## src/rtl/apa102_pkg.sv

```systemverilog
// Shared APA102 definitions: driver command codes, frame sequencer states, pixel colour.
// Latency: n/a (types and constants only).
// Backpressure: n/a.
// Contents:
//   apa_cmd_t   - command word presented to the APA102 driver alongside its strobe
//   seq_state_t - frame sequencer state encoding
//   rgb_t       - one pixel colour, red in the top byte
package apa102_pkg;

  // Command codes understood by the APA102 serial driver. NONE is what the
  // bus carries whenever no strobe is being issued.
  typedef enum logic [1:0] {
    APA_NONE  = 2'b00,
    APA_SOF   = 2'b01,
    APA_PIXEL = 2'b10,
    APA_EOF   = 2'b11
  } apa_cmd_t;

  // Frame sequencer states.
  //   IDLE     - waiting for frame_start
  //   SOF      - issue the start-of-frame command once the driver is free
  //   PIX_REQ  - one-cycle request to the pixel source
  //   PIX_WAIT - wait for the pixel source to answer
  //   PIX_SEND - issue the PIXEL command once the driver is free
  //   EOF      - issue the end-of-frame command once the driver is free
  //   CMD_HOLD - cycle(s) following every strobe; decides what comes next
  //   DONE     - one-cycle frame completion
  typedef enum logic [2:0] {
    SEQ_IDLE,
    SEQ_SOF,
    SEQ_PIX_REQ,
    SEQ_PIX_WAIT,
    SEQ_PIX_SEND,
    SEQ_EOF,
    SEQ_CMD_HOLD,
    SEQ_DONE
  } seq_state_t;

  typedef struct packed {
    logic [7:0] red;
    logic [7:0] green;
    logic [7:0] blue;
  } rgb_t;

endpackage

```

## src/rtl/apa102_frame_sequencer_if.sv

```systemverilog
// Pixel-source and APA102-driver signal bundle seen by the frame sequencer.
// Latency: n/a (wiring only).
// Backpressure: driver stalls commands via apa_busy; source paces pixels via px_valid.
// Ports (master = sequencer side):
//   px_req/px_index                 -> pixel source request and pixel index
//   px_valid/px_red/px_green/px_blue <- pixel source response
//   apa_cmd/apa_strobe               -> driver command and its one-cycle strobe
//   apa_red/apa_green/apa_blue       -> pixel colour for the PIXEL command
//   apa_busy                         <- driver busy
interface apa102_frame_sequencer_if
  import apa102_pkg::*;
#(
  parameter int CW = 16
) ();

  // Pixel source side
  logic          px_req;
  logic [CW-1:0] px_index;
  logic          px_valid;
  logic [7:0]    px_red;
  logic [7:0]    px_green;
  logic [7:0]    px_blue;

  // APA102 driver side
  apa_cmd_t      apa_cmd;
  logic          apa_strobe;
  logic          apa_busy;
  logic [7:0]    apa_red;
  logic [7:0]    apa_green;
  logic [7:0]    apa_blue;

  // Sequencer view
  modport master (
    output px_req, px_index,
    input  px_valid, px_red, px_green, px_blue,
    output apa_cmd, apa_strobe, apa_red, apa_green, apa_blue,
    input  apa_busy
  );

  // Pixel source / driver view
  modport slave (
    input  px_req, px_index,
    output px_valid, px_red, px_green, px_blue,
    input  apa_cmd, apa_strobe, apa_red, apa_green, apa_blue,
    output apa_busy
  );

endinterface

```

## src/rtl/apa102_frame_sequencer.sv

```systemverilog
// Sequences one APA102 frame: SOF, one fetched-and-sent PIXEL per LED, EOF, then frame_done.
// Latency: strobes are combinational on apa_busy low in SOF/PIX_SEND/EOF; >= 2 cycles between strobes.
// Backpressure: waits on apa_busy before every strobe and on px_valid for every pixel; drops busy-time frame_start.
// Ports:
//   clk, rst_n            - system clock, asynchronous active-low reset
//   frame_start           - one-cycle frame request (accepted only in IDLE)
//   num_pixels            - pixel count, sampled on acceptance, clamped to MAX_PIXELS
//   frame_busy            - high from acceptance until the DONE cycle inclusive
//   frame_done            - one-cycle pulse at frame completion
//   overrun               - one-cycle pulse the cycle after a dropped frame_start
//   bus                   - pixel source and APA102 driver signals (master modport)
module apa102_frame_sequencer
  import apa102_pkg::*;
#(
  parameter int CW         = 16,
  parameter int MAX_PIXELS = 300
) (
  input  logic                            clk,
  input  logic                            rst_n,
  input  logic                            frame_start,
  input  logic [CW-1:0]                   num_pixels,
  output logic                            frame_busy,
  output logic                            frame_done,
  output logic                            overrun,
  apa102_frame_sequencer_if.master        bus
);

  localparam logic [CW-1:0] MAX_COUNT = CW'(MAX_PIXELS);

  seq_state_t    state_q;
  seq_state_t    state_d;

  logic [CW-1:0] count_q;      // clamped pixel count of the frame in flight
  logic [CW-1:0] index_q;      // next pixel to fetch; never exceeds count_q
  apa_cmd_t      last_cmd_q;   // command issued by the most recent strobe
  logic          hold_seen_q;  // CMD_HOLD has already spent its first cycle
  rgb_t          colour_q;     // colour presented to the driver
  logic          overrun_q;

  logic          strobe;
  apa_cmd_t      cmd;
  logic [CW-1:0] count_clamped;

  assign count_clamped = (num_pixels > MAX_COUNT) ? MAX_COUNT : num_pixels;

  // ------------------------------------------------------------------
  // State register
  // ------------------------------------------------------------------
  always_ff @(posedge clk or negedge rst_n) begin
    if (!rst_n) begin
      state_q <= SEQ_IDLE;
    end else begin
      state_q <= state_d;
    end
  end

  // ------------------------------------------------------------------
  // Next state and strobe generation
  // ------------------------------------------------------------------
  // Strobes are issued straight from the strobe states whenever the driver
  // is free, and every strobe is followed by at least one CMD_HOLD cycle in
  // which apa_busy is not looked at. That gap covers the driver's one-cycle
  // delay in raising busy after it registers the strobe, and it is what
  // guarantees the minimum two-cycle strobe spacing.
  always_comb begin
    state_d = state_q;
    strobe  = 1'b0;
    cmd     = APA_NONE;

    case (state_q)
      SEQ_IDLE: begin
        if (frame_start) begin
          state_d = SEQ_SOF;
        end
      end

      SEQ_SOF: begin
        if (!bus.apa_busy) begin
          strobe  = 1'b1;
          cmd     = APA_SOF;
          state_d = SEQ_CMD_HOLD;
        end
      end

      SEQ_PIX_REQ: begin
        state_d = SEQ_PIX_WAIT;
      end

      SEQ_PIX_WAIT: begin
        if (bus.px_valid) begin
          state_d = SEQ_PIX_SEND;
        end
      end

      SEQ_PIX_SEND: begin
        if (!bus.apa_busy) begin
          strobe  = 1'b1;
          cmd     = APA_PIXEL;
          state_d = SEQ_CMD_HOLD;
        end
      end

      SEQ_EOF: begin
        if (!bus.apa_busy) begin
          strobe  = 1'b1;
          cmd     = APA_EOF;
          state_d = SEQ_CMD_HOLD;
        end
      end

      SEQ_CMD_HOLD: begin
        case (last_cmd_q)
          APA_SOF: begin
            state_d = (count_q == '0) ? SEQ_EOF : SEQ_PIX_REQ;
          end
          APA_PIXEL: begin
            // index_q was already advanced in the PIXEL strobe cycle.
            state_d = (index_q < count_q) ? SEQ_PIX_REQ : SEQ_EOF;
          end
          default: begin
            // After EOF the frame is only complete once the driver has
            // finished shifting it out; the first hold cycle is skipped
            // because busy may not have risen yet.
            if (hold_seen_q && !bus.apa_busy) begin
              state_d = SEQ_DONE;
            end
          end
        endcase
      end

      SEQ_DONE: begin
        state_d = SEQ_IDLE;
      end

      default: begin
        state_d = SEQ_IDLE;
      end
    endcase
  end

  // ------------------------------------------------------------------
  // Datapath registers
  // ------------------------------------------------------------------
  always_ff @(posedge clk or negedge rst_n) begin
    if (!rst_n) begin
      count_q     <= '0;
      index_q     <= '0;
      last_cmd_q  <= APA_NONE;
      hold_seen_q <= 1'b0;
      colour_q    <= '0;
      overrun_q   <= 1'b0;
    end else begin
      if ((state_q == SEQ_IDLE) && frame_start) begin
        count_q <= count_clamped;
        index_q <= '0;
      end

      if (strobe) begin
        last_cmd_q  <= cmd;
        hold_seen_q <= 1'b0;
        // The clamp bounds index_q by MAX_PIXELS, so this cannot wrap.
        if (cmd == APA_PIXEL) begin
          index_q <= index_q + CW'(1);
        end
      end else if (state_q == SEQ_CMD_HOLD) begin
        hold_seen_q <= 1'b1;
      end

      // The source's colour is only meaningful while we are waiting for it;
      // px_valid anywhere else is ignored so stray responses cannot corrupt
      // the colour held for the driver.
      if ((state_q == SEQ_PIX_WAIT) && bus.px_valid) begin
        colour_q.red   <= bus.px_red;
        colour_q.green <= bus.px_green;
        colour_q.blue  <= bus.px_blue;
      end

      overrun_q <= frame_start && (state_q != SEQ_IDLE);
    end
  end

  // ------------------------------------------------------------------
  // Outputs
  // ------------------------------------------------------------------
  assign bus.apa_strobe = strobe;
  assign bus.apa_cmd    = cmd;
  assign bus.px_req     = (state_q == SEQ_PIX_REQ);
  assign bus.px_index   = index_q;
  assign bus.apa_red    = colour_q.red;
  assign bus.apa_green  = colour_q.green;
  assign bus.apa_blue   = colour_q.blue;

  assign frame_busy     = (state_q != SEQ_IDLE);
  assign frame_done     = (state_q == SEQ_DONE);
  assign overrun        = overrun_q;

endmodule

```

## src/flat_wrapper.sv

```systemverilog
// flat-port wrapper written by rule: the top's interface ports become plain ports
module apa102_frame_sequencer_flat import apa102_pkg::*;
#(
  parameter int CW         = 16,
  parameter int MAX_PIXELS = 300
)
  (clk, rst_n, frame_start, num_pixels, frame_busy, frame_done, overrun, bus_px_req, bus_px_index, bus_px_valid, bus_px_red, bus_px_green, bus_px_blue, bus_apa_cmd, bus_apa_strobe, bus_apa_red, bus_apa_green, bus_apa_blue, bus_apa_busy);
  apa102_frame_sequencer_if #(.CW(CW)) bus_i ();
  input  logic clk;
  input  logic rst_n;
  input  logic frame_start;
  input  logic [CW-1:0] num_pixels;
  output logic frame_busy;
  output logic frame_done;
  output logic overrun;
  output wire logic [$bits(bus_i.px_req)-1:0] bus_px_req;
  output wire logic [$bits(bus_i.px_index)-1:0] bus_px_index;
  input wire logic [$bits(bus_i.px_valid)-1:0] bus_px_valid;
  input wire logic [$bits(bus_i.px_red)-1:0] bus_px_red;
  input wire logic [$bits(bus_i.px_green)-1:0] bus_px_green;
  input wire logic [$bits(bus_i.px_blue)-1:0] bus_px_blue;
  output wire logic [$bits(bus_i.apa_cmd)-1:0] bus_apa_cmd;
  output wire logic [$bits(bus_i.apa_strobe)-1:0] bus_apa_strobe;
  output wire logic [$bits(bus_i.apa_red)-1:0] bus_apa_red;
  output wire logic [$bits(bus_i.apa_green)-1:0] bus_apa_green;
  output wire logic [$bits(bus_i.apa_blue)-1:0] bus_apa_blue;
  input wire logic [$bits(bus_i.apa_busy)-1:0] bus_apa_busy;
  assign bus_px_req = bus_i.px_req;
  assign bus_px_index = bus_i.px_index;
  assign bus_i.px_valid = bus_px_valid;
  assign bus_i.px_red = bus_px_red;
  assign bus_i.px_green = bus_px_green;
  assign bus_i.px_blue = bus_px_blue;
  assign bus_apa_cmd = bus_i.apa_cmd;
  assign bus_apa_strobe = bus_i.apa_strobe;
  assign bus_apa_red = bus_i.apa_red;
  assign bus_apa_green = bus_i.apa_green;
  assign bus_apa_blue = bus_i.apa_blue;
  assign bus_i.apa_busy = bus_apa_busy;
  apa102_frame_sequencer #(.CW(CW), .MAX_PIXELS(MAX_PIXELS)) u_core (.clk(clk), .rst_n(rst_n), .frame_start(frame_start), .num_pixels(num_pixels), .frame_busy(frame_busy), .frame_done(frame_done), .overrun(overrun), .bus(bus_i));
endmodule
```

## config.mk

```make
export PLATFORM = sky130hd
export DESIGN_NAME = apa102_frame_sequencer_flat
export DESIGN_NICKNAME = d
export VERILOG_FILES = /design/src/rtl/apa102_pkg.sv /design/src/rtl/apa102_frame_sequencer_if.sv /design/src/rtl/apa102_frame_sequencer.sv /design/src/flat_wrapper.sv
export SDC_FILE = /design/constraint.sdc
export NUM_CORES = 1
export LEC_CHECK = 0
export BUFFER_PORTS_ARGS = -buffer_cell sky130_fd_sc_hd__buf_2
export CAP_MARGIN = 10
export CELL_PAD_IN_SITES_DETAIL_PLACEMENT = 0
export CELL_PAD_IN_SITES_GLOBAL_PLACEMENT = 1
export CORE_ASPECT_RATIO = 1.5
export CORE_MARGIN = 4
export CORE_UTILIZATION = 36
export CTS_BUF_LIST = sky130_fd_sc_hd__clkbuf_16
export CTS_CLUSTER_DIAMETER = 120
export CTS_CLUSTER_SIZE = 10
export DETAILED_ROUTE_END_ITERATION = 16
export PLACE_DENSITY = 0.79
export SYNTH_ARGS = -nofsm -noshare
export SYNTH_HDL_FRONTEND = slang
export SYNTH_SLANG_ARGS = --single-unit
```

## constraint.sdc

```tcl
create_clock -name clk -period 2 [get_ports clk]
set_clock_uncertainty 0.2 [all_clocks]
set_input_delay 0 -clock clk [delete_from_list [all_inputs] [get_ports clk]]
set_output_delay 0 -clock clk [all_outputs]
set_load 0.01 [all_outputs]
```

; ---- Word-level counts from Yosys, hierarchy flattened
; Cells that the tools add are included.
[totals]
out_inout_bits = 47
register_bits = 63
elab_cells = 57
[classes]
mux = 20
n_reduce_logical = 11
n_eq_ne = 14
order_cmp = 2
add_sub_neg = 1
[op_table]
columns = op, n
row1 = $mux W16, 4
row2 = $mux W3, 6
row3 = $pmux W3 S6, 1
row4 = $add A16 B1 Y16 const B, 1
row5 = $gt A16 B9 Y1 const B, 1
row6 = $logic_not A16 Y1, 1
row7 = $lt A16 B16 Y1, 1
row8 = $eq A3 B3 Y1 const B, 4
row9 = $eq A3 B2 Y1 const B, 2
row10 = $ne A2 B2 Y1 const B, 3
row11 = $pmux W2 S3, 1
row12 = $pmux W3 S2, 1
row13 = $mux W1, 5
row14 = $eq A2 B2 Y1 const B, 2
row15 = $logic_and A1 B1 Y1, 4
row16 = $mux W2, 2
row17 = $ne A4 B3 Y1 const B, 1
row18 = $reduce_and A4 Y1, 1
row19 = $eq A3 B1 Y1 const B, 1
row20 = $logic_not A3 Y1, 1
row21 = $reduce_bool A3 Y1, 1
row22 = $reduce_or A3 Y1, 1
row23 = $eq A2 B1 Y1 const B, 1
row24 = $reduce_bool A2 Y1, 1
row25 = $logic_not A1 Y1, 1

; ---- Logic depth before layout (Yosys ltp)
; Gate-level depths: netlist of the first run.
[depth]
ltp_word = 5
ltp_mapped = 7

; ---- Worst setup path before layout of the first run
; No wires, ideal clock.
[synth_path]
path_type = register to register
startpoint = register u_core.index_q[10], in the netlist u_core.bus.px_index[10]
endpoint = register u_core.state_q[1]
required_ns = 1.680
synth_period_minus_slack_ns = 1.965
setup_slack_ns = 0.035
path_stages_with_launch = 7
setup_time_ns = 0.120
t_arrival_ns = 1.645
cell_sequence = dfrtp_1 > ha_1 > and4_1 > nand2_1 > a2111oi_0 > nor4_1 > a41o_1
[synth_between]
elab_chain_cells = 4
[synth_lines]
columns = item, line_no
row1 = "start, declared", apa102_frame_sequencer.sv:34  ; logic [CW-1:0] index_q;
row2 = "start signal, assigned", apa102_frame_sequencer.sv:163  ; index_q <= index_q + CW'(1);
row3 = $lt A16 B16 Y1, apa102_frame_sequencer.sv:118  ; state_d = (index_q < count_q) ? SEQ_PIX_REQ : SEQ_EOF;
row4 = $mux W3, apa102_frame_sequencer.sv:118
row5 = $pmux W3 S2, apa102_frame_sequencer.sv:112  ; case (last_cmd_q)
row6 = $pmux W3 S6, apa102_frame_sequencer.sv:70  ; case (state_q)
row7 = "end signal, assigned", apa102_frame_sequencer.sv:53  ; state_q <= state_d;
row8 = "end, declared", apa102_frame_sequencer.sv:30  ; seq_state_t state_q;
; Every way passes these cells.
; A chain may end at the register's enable or synchronous reset.

; ---- Worst setup path after layout of the first run
[layout_path]
startpoint = register u_core.index_q[1], in the netlist u_core.bus.px_index[1]
endpoint = register u_core.state_q[1]
; Same word-level chain as after synthesis.

==> impl_metrics.toml, run 1 <==
[timing]
hold_violations = 0
achievable-frequency_ghz = 0.4816
finalSetupViolations = 3
timing.final.crit_period_ns = 2.076
post-route-period-util = 1.038
slew_viol_final = 0
rsz_0062_raised_after_global_routing = "true"
slew_headroom = 0.5575
hold-worst-slack_ns = 0.04377
worst_slew_pin_slew_ns = 0.6637
final.setup.worst_slack_ns = -0.07632

[detailed_routing]
detailedRoute.firstIterationViolations = 71
wl_um = 8550
post_drt_via_cell_ratio = 5.007
remaining_drc_errors = 0
detail_route.first_pass.iterations = 4
routed-via-count = 2829
drt.antenna.violating_nets = 0
routed_wire_length_per_instance_um = 15.13

[yosys]
synth.lib_cells_used.distinct = 47
synth_simple_gate_area_share = 0.1350
yosys.area.top_type = "sky130_fd_sc_hd__dfrtp_1"
synthXorXnorAreaFrac = 0.005607
muxShareOfSynthArea = 0.09932
synth_nets = 348
adder_and_majority_gate_portion_of_the_synthesized_area = 0.07209
synth-edff-count = 0
avgSynthCellArea_sq_um = 10.96
ys_dominant_reg_cell = "sky130_fd_sc_hd__dfrtp_1"
synthesis.area_sq_um = 3124
synth-compound-area-share = 0.1302
yosysTopAreaCellShare = 0.5046
proportion_of_synthesized_chip_area_in_sequential_cells = 0.5046
ys_ff_latch = 63
yosysMostFrequentCell = "sky130_fd_sc_hd__dfrtp_1"
synthesis.instances = 285
async_reset_ff_frac = 1.000
yosys_warnings = 0
synth_top_family_by_area = "simple AND/OR/NAND/NOR gates"
synth_top_cells_by_area = "sky130_fd_sc_hd__dfrtp_1, sky130_fd_sc_hd__mux2_2, sky130_fd_sc_hd__ha_1"
synth.top_cells.by_count = "sky130_fd_sc_hd__dfrtp_1, sky130_fd_sc_hd__inv_1, sky130_fd_sc_hd__mux2_2, sky130_fd_sc_hd__nand2_1, sky130_fd_sc_hd__ha_1"

[die]
die_w_um = 84.07
die_area_sq_um = 10260
design.portCount = 92
initial_utilization = 0.3691
die_height_um = 122.1
coreArea_sq_um = 8464
placement_rows = 41

[critical_path]
critPathCaptureType = "flip-flop"
critPathSlowestCell = "sky130_fd_sc_hd__dfrtp_1"
reg2reg_depth = 6
rr_endpoint = "u_core.state_q[1]"
cp_cell_sequence = "ha_4, a2111oi_4, a2111oi_4, nor4_2, buf_4, a41o_1"
worstSetupStartpointType = "flip-flop"
worst_ep_arrival_time_ns = 2.14
cell_family_with_most_cp_delay = "compound AO/OA/AOI/OAI gates"
crit-reg2reg-launch = "u_core.bus.px_index[1]"
r2r_slack_ns = -0.08
crit_path_max_incr_delay_ns = 0.44
crit_fanout = 3
crit_buf_inv = 1
crit_path_frequent_cell = "sky130_fd_sc_hd__a2111oi_4"
critPathKind = "reg -> reg"
worstPathRequired_ns = 2.06

[status]
failed_checks = "negative setup slack"
outcome = "finished, violations left"

[job]
number_of_max_cap_violations = 0

[global_route]
number_of_antenna_violations_at_the_first_check_in_global_routing = 0
globalRoute.totalOverflow = 0
grtUsageTotal = 0.1739
grt_start_max_net_pins = 36
grt_first_pass_wirelength_um = 14030
number_of_global_route_vias_before_repair = 2978

[hold_path]
hold_class = "in -> reg"
hold-path-cell-count = 5
timing.hold.worst_endpoint = "u_core.state_q[2]"
holdCritStartpoint = "bus_px_valid"

[cells_and_area]
nFillCells = 722
final_nets = 518
layout-drive-gt1-share = 0.3996
num_antenna_cells = 0
layout-area-overhead-vs-synth_pct = 50.58

[cts]
root_buffer = "sky130_fd_sc_hd__clkbuf_16"
cts.sinks = 63
num_cts_buffers = 9
clk_pin_slew_ns = 0.05
ctsHtreeMaxLevel = 3
tritoncts = "built"
clkLatencyLatePin_ns = 0.32
clockBufferDepth = 2

[pwr]
peakVddDrop_uv = 641.3
pwr_density_cell_nw_per_um2 = 1086
power.static_leakage_uw = 0.002375

[placed_design]
hpwl_um = 6275
routability_congestion_estimate_from_global_placement = 0.8261
portBuffers = 91
pre_cts_ws_ns = -0.1065
state kept, by name (all words and copies together) (netlist names):
name                  flops
u_core.bus.px_index      16
u_core.count_q           16
u_core.bus.apa_blue       8
u_core.bus.apa_green      8
u_core.bus.apa_red        8
u_core.state_q            3
u_core.last_cmd_q         2
u_core.hold_seen_q        1
u_core.overrun            1
area by class of cell:
class / count / area (sq um) / share of cell area
sequential: 63 / 1577 / 0.3351
multi-input combinational: 184 / 1474 / 0.3133
timing repair buffer: 170 / 1174 / 0.2495
clock buffer: 9 / 225.2 / 0.04787
tap: 107 / 133.9 / 0.02846
inverter: 27 / 101.3 / 0.02154
clock inverter: 5 / 20.02 / 0.004255
tightest hold or removal path, stage by stage:
cell and delay (ns):
sky130_fd_sc_hd__buf_2 0.08, sky130_fd_sc_hd__and3_1 0.17, sky130_fd_sc_hd__o21ai_0 0.09, sky130_fd_sc_hd__o221a_2 0.13
sky130_fd_sc_hd__o21ai_0 0.06
kinds of logic (layout without fill, tap and decap cells):
family | after synthesis | count (layout)
simple gates | 77 | 77
fa+ha+maj | 18 | 18
xor+xnor | 2 | 2
compound gates | 59 | 59
flops | 63 | 63
buf+inv | 38 | 211
mux | 28 | 28
stage by stage:
step | cell area [sq um] | power [uW] | std cells | setup TNS [ns] | utilization
floorplan | 3124 | 2947 | 285 | 0 | -
global placement | 3944 | 3645 | 508 | -0.01622 | 0.4659
detailed placement | 3944 | 3692 | 508 | -0.1883 | 0.4659
CTS | 4628 | 5089 | 563 | 0 | 0.5468
global route | 4705 | 5458 | 565 | -0.5481 | 0.5558
finish | 4705 | 5108 | 565 | -0.2057 | 0.5558
layout by cell type, fill, tap and decap left out, drive strengths merged, types with 2 or more instances in the layout:
master / count
nand2: 19
and3: 5
buf: 130
nand2b: 2
a21o: 3
a2bb2oi: 3
clkbuf: 9
dlygate4sd3: 40
a21oi: 9
a22o: 5
nor2: 14
nand4: 4
nor3: 6
a211oi: 2
mux2i: 4
o31ai: 3
dfrtp: 63
mux2: 24
inv: 29
nand3: 13
clkinv: 3
nor4: 6
o211ai: 2
o22ai: 2
and4: 4
o21a: 2
ha: 18
a2111oi: 2
o21ai: 16
worst max path at each step:
stage | cells after the start | end | from | slack (ns)
floorplan | 6 | u_core.state_q[1] | u_core.bus.px_index[10] | 0.03
global placement | 6 | u_core.state_q[1] | u_core.count_q[5] | -0.02
detailed placement | 8 | u_core.state_q[1] | u_core.count_q[15] | -0.11
CTS | 7 | u_core.state_q[1] | u_core.bus.px_index[15] | 0.004
global route | 6 | u_core.state_q[1] | u_core.bus.px_index[1] | -0.19
finish | 6 | u_core.state_q[1] | u_core.bus.px_index[1] | -0.08
timing repair:
action                                  in CTS  in global routing
gates resized for setup                      6                 14
pin swaps                                    0                  4
gates cloned                                 0                  0
endpoints found under the setup margin       3                 15
endpoints found under the hold margin      101                  0
hold buffers                                40                  0
setup buffers                                1                  2
layer usage:
layer  track usage  routed length [um]  share of wire  vias to the layer above
met5             0                   0              0                        -
met4        0.1006                 313          0.037                        0
met3       0.03045                 539          0.063                       20
met2        0.3123                4535           0.53                      103
met1        0.1908                3161           0.37                     1336
li1              -                   -              -                     1370
power breakdown:
group | internal, uW | total [uW] | switching, uW
logic | 987 | 1980 | 995
clock network | 799 | 1280 | 484
registers | 1640 | 1840 | 203
(Power assumes the default switching activity.)
==> inputs of run 2 (changes only) <==
--- a/config.mk
+++ b/config.mk
@@ -6,13 +6,12 @@
 export NUM_CORES = 1
 export LEC_CHECK = 0
 export BUFFER_PORTS_ARGS = -buffer_cell sky130_fd_sc_hd__buf_2
-export CAP_MARGIN = 10
+export CAP_MARGIN = 15
 export CELL_PAD_IN_SITES_DETAIL_PLACEMENT = 0
 export CELL_PAD_IN_SITES_GLOBAL_PLACEMENT = 1
 export CORE_ASPECT_RATIO = 1.5
 export CORE_MARGIN = 4
 export CORE_UTILIZATION = 36
-export CTS_BUF_LIST = sky130_fd_sc_hd__clkbuf_16
 export CTS_CLUSTER_DIAMETER = 120
 export CTS_CLUSTER_SIZE = 10
 export DETAILED_ROUTE_END_ITERATION = 16
==> impl_metrics.toml, run 2 (synthesis gave the netlist of run 1 again) <==
[cts]
root_buffer = "sky130_fd_sc_hd__clkbuf_16"
tritoncts = "built"
clockBufferDepth = 2
clk_pin_slew_ns = 0.05
clkLatencyLatePin_ns = 0.32
num_cts_buffers = 9
ctsHtreeMaxLevel = 3
cts.sinks = 63

[die]
design.portCount = 92
initial_utilization = 0.3691
die_height_um = 122.1
placement_rows = 41
coreArea_sq_um = 8464
die_area_sq_um = 10260
die_w_um = 84.07

[detailed_routing]
post_drt_via_cell_ratio = 5.014
routed-via-count = 2833
wl_um = 8585
drt.antenna.violating_nets = 0
dr_wl_met3_um = 471
routed.top_layer = "met4"
detailedRoute.firstIterationViolations = 82
routed_wire_length_per_instance_um = 15.19
routedLengthMet1_um = 3238
wl_met2_um = 4561
detail_route.first_pass.iterations = 4
remaining_drc_errors = 0

[timing]
slew_headroom = 0.5575
worst_slew_pin_slew_ns = 0.6638
final.setup.worst_slack_ns = -0.07556
hold_violations = 0
finalSetupViolations = 3
achievable-frequency_ghz = 0.4818
post-route-period-util = 1.038
slew_viol_final = 0
rsz_0062_raised_after_global_routing = "true"
timing.final.crit_period_ns = 2.076

[status]
outcome = "finished, violations left"
failed_checks = "negative setup slack"

[cells_and_area]
layout-area-overhead-vs-synth_pct = 51.22
layout.cells.most_common_list = "sky130_fd_sc_hd__buf_2, sky130_fd_sc_hd__dfrtp_1, sky130_fd_sc_hd__dlygate4sd3_1"
layout.core_utilization = 0.5582
layout-drive-gt1-share = 0.4039
num_antenna_cells = 0
final_nets = 518
final_common_cell = "sky130_fd_sc_hd__buf_2"
nFillCells = 717

[global_route]
grtUsageTotal = 0.1740
grt_first_pass_wirelength_um = 14040
number_of_global_route_vias_before_repair = 2984
number_of_antenna_violations_at_the_first_check_in_global_routing = 0
globalRoute.totalOverflow = 0
grt_start_max_net_pins = 36

[placed_design]
hpwl_um = 6275
routability_congestion_estimate_from_global_placement = 0.8261
portBuffers = 91

[pwr]
power.share.switching = 0.3246
power.static_leakage_uw = 0.002378
pwr_density_cell_nw_per_um2 = 1101
peakVddDrop_uv = 641.1
internal-power_uw = 3514
power.switching_uw = 1689
seq_power_share = 0.354
clock_power_share = 0.264
fin_total_pwr_uw = 5203
power_frac_comb = 0.381

[critical_path]
worst_ep_arrival_time_ns = 2.14
worstSetupStartpointType = "flip-flop"
crit_fanout = 3
worstPathRequired_ns = 2.06
critPathKind = "reg -> reg"
critPathCaptureType = "flip-flop"

[job]
number_of_max_cap_violations = 0

[hold_path]
hold_class = "in -> reg"
run 2: changes by cell type in the layout (fill, tap and decap cells not counted):
cell,delta
sky130_fd_sc_hd__clkbuf_1,+2
sky130_fd_sc_hd__clkbuf_8,+2
sky130_fd_sc_hd__clkinv_1,-2
sky130_fd_sc_hd__inv_1,-2
run 2: layer usage:
metal | vias to the layer above | GRT usage
met5 | - | 0
met4 | 0 | 0.1006
met3 | 20 | 0.03045
met2 | 89 | 0.3127
met1 | 1355 | 0.1908
li1 | 1369 | -
run 2: metrics by stage:
stage	setup WS [ns]	hold WS, ns	area [sq um]	cells	setup TNS [ns]
2_1_floorplan	0.03487	-0.4956	3124	285	0
3_3_place_gp	-0.01622	-0.1373	3944	508	-0.01622
3_5_place_dp	-0.1065	-0.1277	3944	508	-0.1883
4_1_cts	0.002399	0.03126	4648	563	0
5_1_grt	-0.1918	0.07643	4725	565	-0.5473
6_report	-0.07556	0.04389	4725	565	-0.2033
run 2: power by group through the flow:
stage | logic (uW) | registers, uW | clock network [uW]
after floorplan | 990 | 1960 | 0
after global placement | 1810 | 1830 | 0
after detailed placement | 1840 | 1850 | 0
after CTS | 1930 | 1830 | 1410
after global routing | 2190 | 1890 | 1460
final | 1980 | 1840 | 1380
run 2: path summary, 6_finish.rpt:
path,start,end,slack (ns),cells after the start
setup reg to reg,u_core.bus.px_index[1],u_core.state_q[1],-0.08,6
min in group asynchronous,rst_n,u_core.count_q[15],0.06,2
setup / recovery,u_core.bus.px_index[1],u_core.state_q[1],-0.08,6
hold reg to reg,u_core.bus.apa_red[6],u_core.bus.apa_red[6],0.30,1
max in group asynchronous,rst_n,u_core.last_cmd_q[1],0.92,3
hold / removal,bus_px_valid,u_core.state_q[2],0.04,5
run 2: layout make-up:
type	instances	area [sq um]	share of cell area
Timing Repair Buffer	170	1174	0.2484
Inverter	27	101.3	0.02145
Tap cell	107	133.9	0.02834
Clock inverter	1	5.005	0.001059
Clock buffer	13	260.3	0.05508
Sequential cell	63	1577	0.3337
Multi-Input combinational cell	184	1474	0.3120
run 2: worst max-delay path, stage by stage, from the launching register on:
cell and delay [ns]:
sky130_fd_sc_hd__dfrtp_1 0.44, sky130_fd_sc_hd__ha_4 0.27, sky130_fd_sc_hd__a2111oi_4 0.40, sky130_fd_sc_hd__a2111oi_4 0.10, sky130_fd_sc_hd__nor4_2 0.29, sky130_fd_sc_hd__buf_4 0.17
sky130_fd_sc_hd__a41o_1 0.14
run 2: timing repair:
item	4_1_cts	5_1_grt
buffers inserted	1	2
hold buffers	40	0
gates resized for setup	6	14
setup endpoints to repair	3	15
pin swaps	0	4
hold endpoints to repair	101	0
==> inputs of run 3 (changes only) <==
--- a/config.mk
+++ b/config.mk
@@ -10,7 +10,6 @@
 export CELL_PAD_IN_SITES_DETAIL_PLACEMENT = 0
 export CELL_PAD_IN_SITES_GLOBAL_PLACEMENT = 1
 export CORE_ASPECT_RATIO = 1.5
-export CORE_MARGIN = 4
 export CORE_UTILIZATION = 36
 export CTS_CLUSTER_DIAMETER = 120
 export CTS_CLUSTER_SIZE = 10
==> impl_metrics.toml, run 3 (synthesis gave the netlist of run 1 again) <==
[status]
outcome = "finished, violations left"
failed_checks = "negative hold slack"

[critical_path]
critPathKind = "reg -> reg"
worstSetupStartpointType = "flip-flop"
cp_cell_sequence = "nor4_1, nand4_1, a211oi_2, o311ai_1, a41o_1"
worstPathRequired_ns = 2.02
critPathSlowestCell = "sky130_fd_sc_hd__dfrtp_1"
worst_ep_arrival_time_ns = 2.01
crit_path_max_incr_delay_ns = 0.40
cell_family_with_most_cp_delay = "simple AND/OR/NAND/NOR gates"
crit_buf_inv = 0
crit_fanout = 3
critPathCaptureType = "flip-flop"

[die]
die_w_um = 78.07
coreArea_sq_um = 8413
initial_utilization = 0.3714
design.portCount = 92
placement_rows = 41
die_area_sq_um = 9063
die_height_um = 116.1

[timing]
hold-worst-slack_ns = -0.01044
finalSetupViolations = 0
hold_violations = 24
slew_viol_final = 0
achievable-frequency_ghz = 0.5022
worst_slew_pin_slew_ns = 0.5509
timing.final.crit_period_ns = 1.991
slew_headroom = 0.6328
post-route-period-util = 0.9956
final.setup.worst_slack_ns = 0.008779

[cts]
tritoncts = "built"
num_cts_buffers = 9
cts.sinks = 63
clkLatencyLatePin_ns = 0.33
ctsHtreeMaxLevel = 3
clockBufferDepth = 2
root_buffer = "sky130_fd_sc_hd__clkbuf_16"
clk_pin_slew_ns = 0.05

[placed_design]
hpwl_um = 5841
portBuffers = 91
routability_congestion_estimate_from_global_placement = 0.8142
pre_cts_ws_ns = -0.08349

[global_route]
number_of_antenna_violations_at_the_first_check_in_global_routing = 0
grt_start_max_net_pins = 40
globalRoute.totalOverflow = 0
grtUsageTotal = 0.1979
number_of_global_route_vias_before_repair = 2913
grt_first_pass_wirelength_um = 13550

[cells_and_area]
layout.cells.most_common_list = "sky130_fd_sc_hd__buf_2, sky130_fd_sc_hd__dfrtp_1, sky130_fd_sc_hd__dlygate4sd3_1"
nFillCells = 704
layout-area-overhead-vs-synth_pct = 57.47
final_common_cell = "sky130_fd_sc_hd__buf_2"
layout-drive-gt1-share = 0.4461
final_nets = 522
num_antenna_cells = 0

[job]
number_of_max_cap_violations = 0

[detailed_routing]
drt.antenna.violating_nets = 0
detail_route.first_pass.iterations = 4
routed-via-count = 2891
routed_wire_length_per_instance_um = 15.04
wl_um = 8586
post_drt_via_cell_ratio = 5.063
detailedRoute.firstIterationViolations = 178
remaining_drc_errors = 0

[pwr]
peakVddDrop_uv = 576.2
pwr_density_cell_nw_per_um2 = 1103
power.static_leakage_uw = 0.002427
fin_total_pwr_uw = 5424

[hold_path]
hold_class = "in -> async"
==> run 3: cell types whose count changed in the layout (fill, tap and decap cells not counted), sizes merged <==
cell | previous run | this run
clkinvlp | 0 | 1
bufinv | 0 | 1
buf | 130 | 132
clkinv | 1 | 4
dlygate4sd3 | 40 | 42
clkbuf | 13 | 10
==> run 3: per-layer routing <==
layer | vias up | global-route usage | share of wire
met5 | - | 0 | 0
met4 | 0 | 0.1037 | 0.027
met3 | 21 | 0.04375 | 0.040
met2 | 88 | 0.3678 | 0.54
met1 | 1396 | 0.2071 | 0.39
li1 | 1386 | - | -
==> run 3: metrics by stage <==
stage	setup TNS [ns]	std cells	utilization	area, sq um	hold WS, ns
4_1_cts	-0.007934	568	0.5714	4807	0.005841
3_5_place_dp	-0.1331	507	0.4679	3936	-0.1804
2_1_floorplan	0	285	-	3124	-0.4956
5_1_grt	-0.1713	571	0.5848	4920	0.04053
3_3_place_gp	-0.03869	507	0.4679	3936	-0.1890
6_report	0	571	0.5848	4920	-0.01044
==> run 3: where the power goes <==
part / leakage [uW] / internal [uW] / switching [uW] / total [uW]
logic: 0.00149 / 1040 / 1020 / 2050
clock network: 0.000142 / 958 / 558 / 1520
registers: 0.000793 / 1640 / 215 / 1860
==> run 3: final cells by class <==
| cell class | count | area [sq um] | share of cell area |
|---|---|---|---|
| inverters | 27 | 101.3 | 0.02060 |
| clock buffers | 10 | 229.0 | 0.04654 |
| well taps | 107 | 133.9 | 0.02721 |
| flip-flops and latches | 63 | 1578 | 0.3207 |
| repair buffers | 174 | 1212 | 0.2464 |
| clock inverters | 6 | 61.31 | 0.01246 |
| multi-input cells | 184 | 1604 | 0.3260 |
==> run 3: repair_timing <==
item | 4_1_cts | 5_1_grt
hold buffers | 42 | 0
buffers inserted | 4 | 3
endpoints found under the hold margin | 102 | 0
resized for setup | 24 | 21
pin swaps | 8 | 11
endpoints found under the setup margin | 3 | 6
==> run 3: worst paths after layout <==
path | start | to | slack, ns | cells after the start
max in group asynchronous | rst_n | u_core.state_q[0] | 0.99 | 3
max reg2reg | u_core.count_q[4] | u_core.state_q[1] | 0.009 | 5
min | rst_n | u_core.bus.apa_blue[0] | -0.01 | 2
max | u_core.count_q[4] | u_core.state_q[1] | 0.009 | 5
min reg2reg | u_core.bus.apa_green[2] | u_core.bus.apa_green[2] | 0.30 | 1
min in group clk | bus_px_valid | u_core.state_q[2] | 0.05 | 5
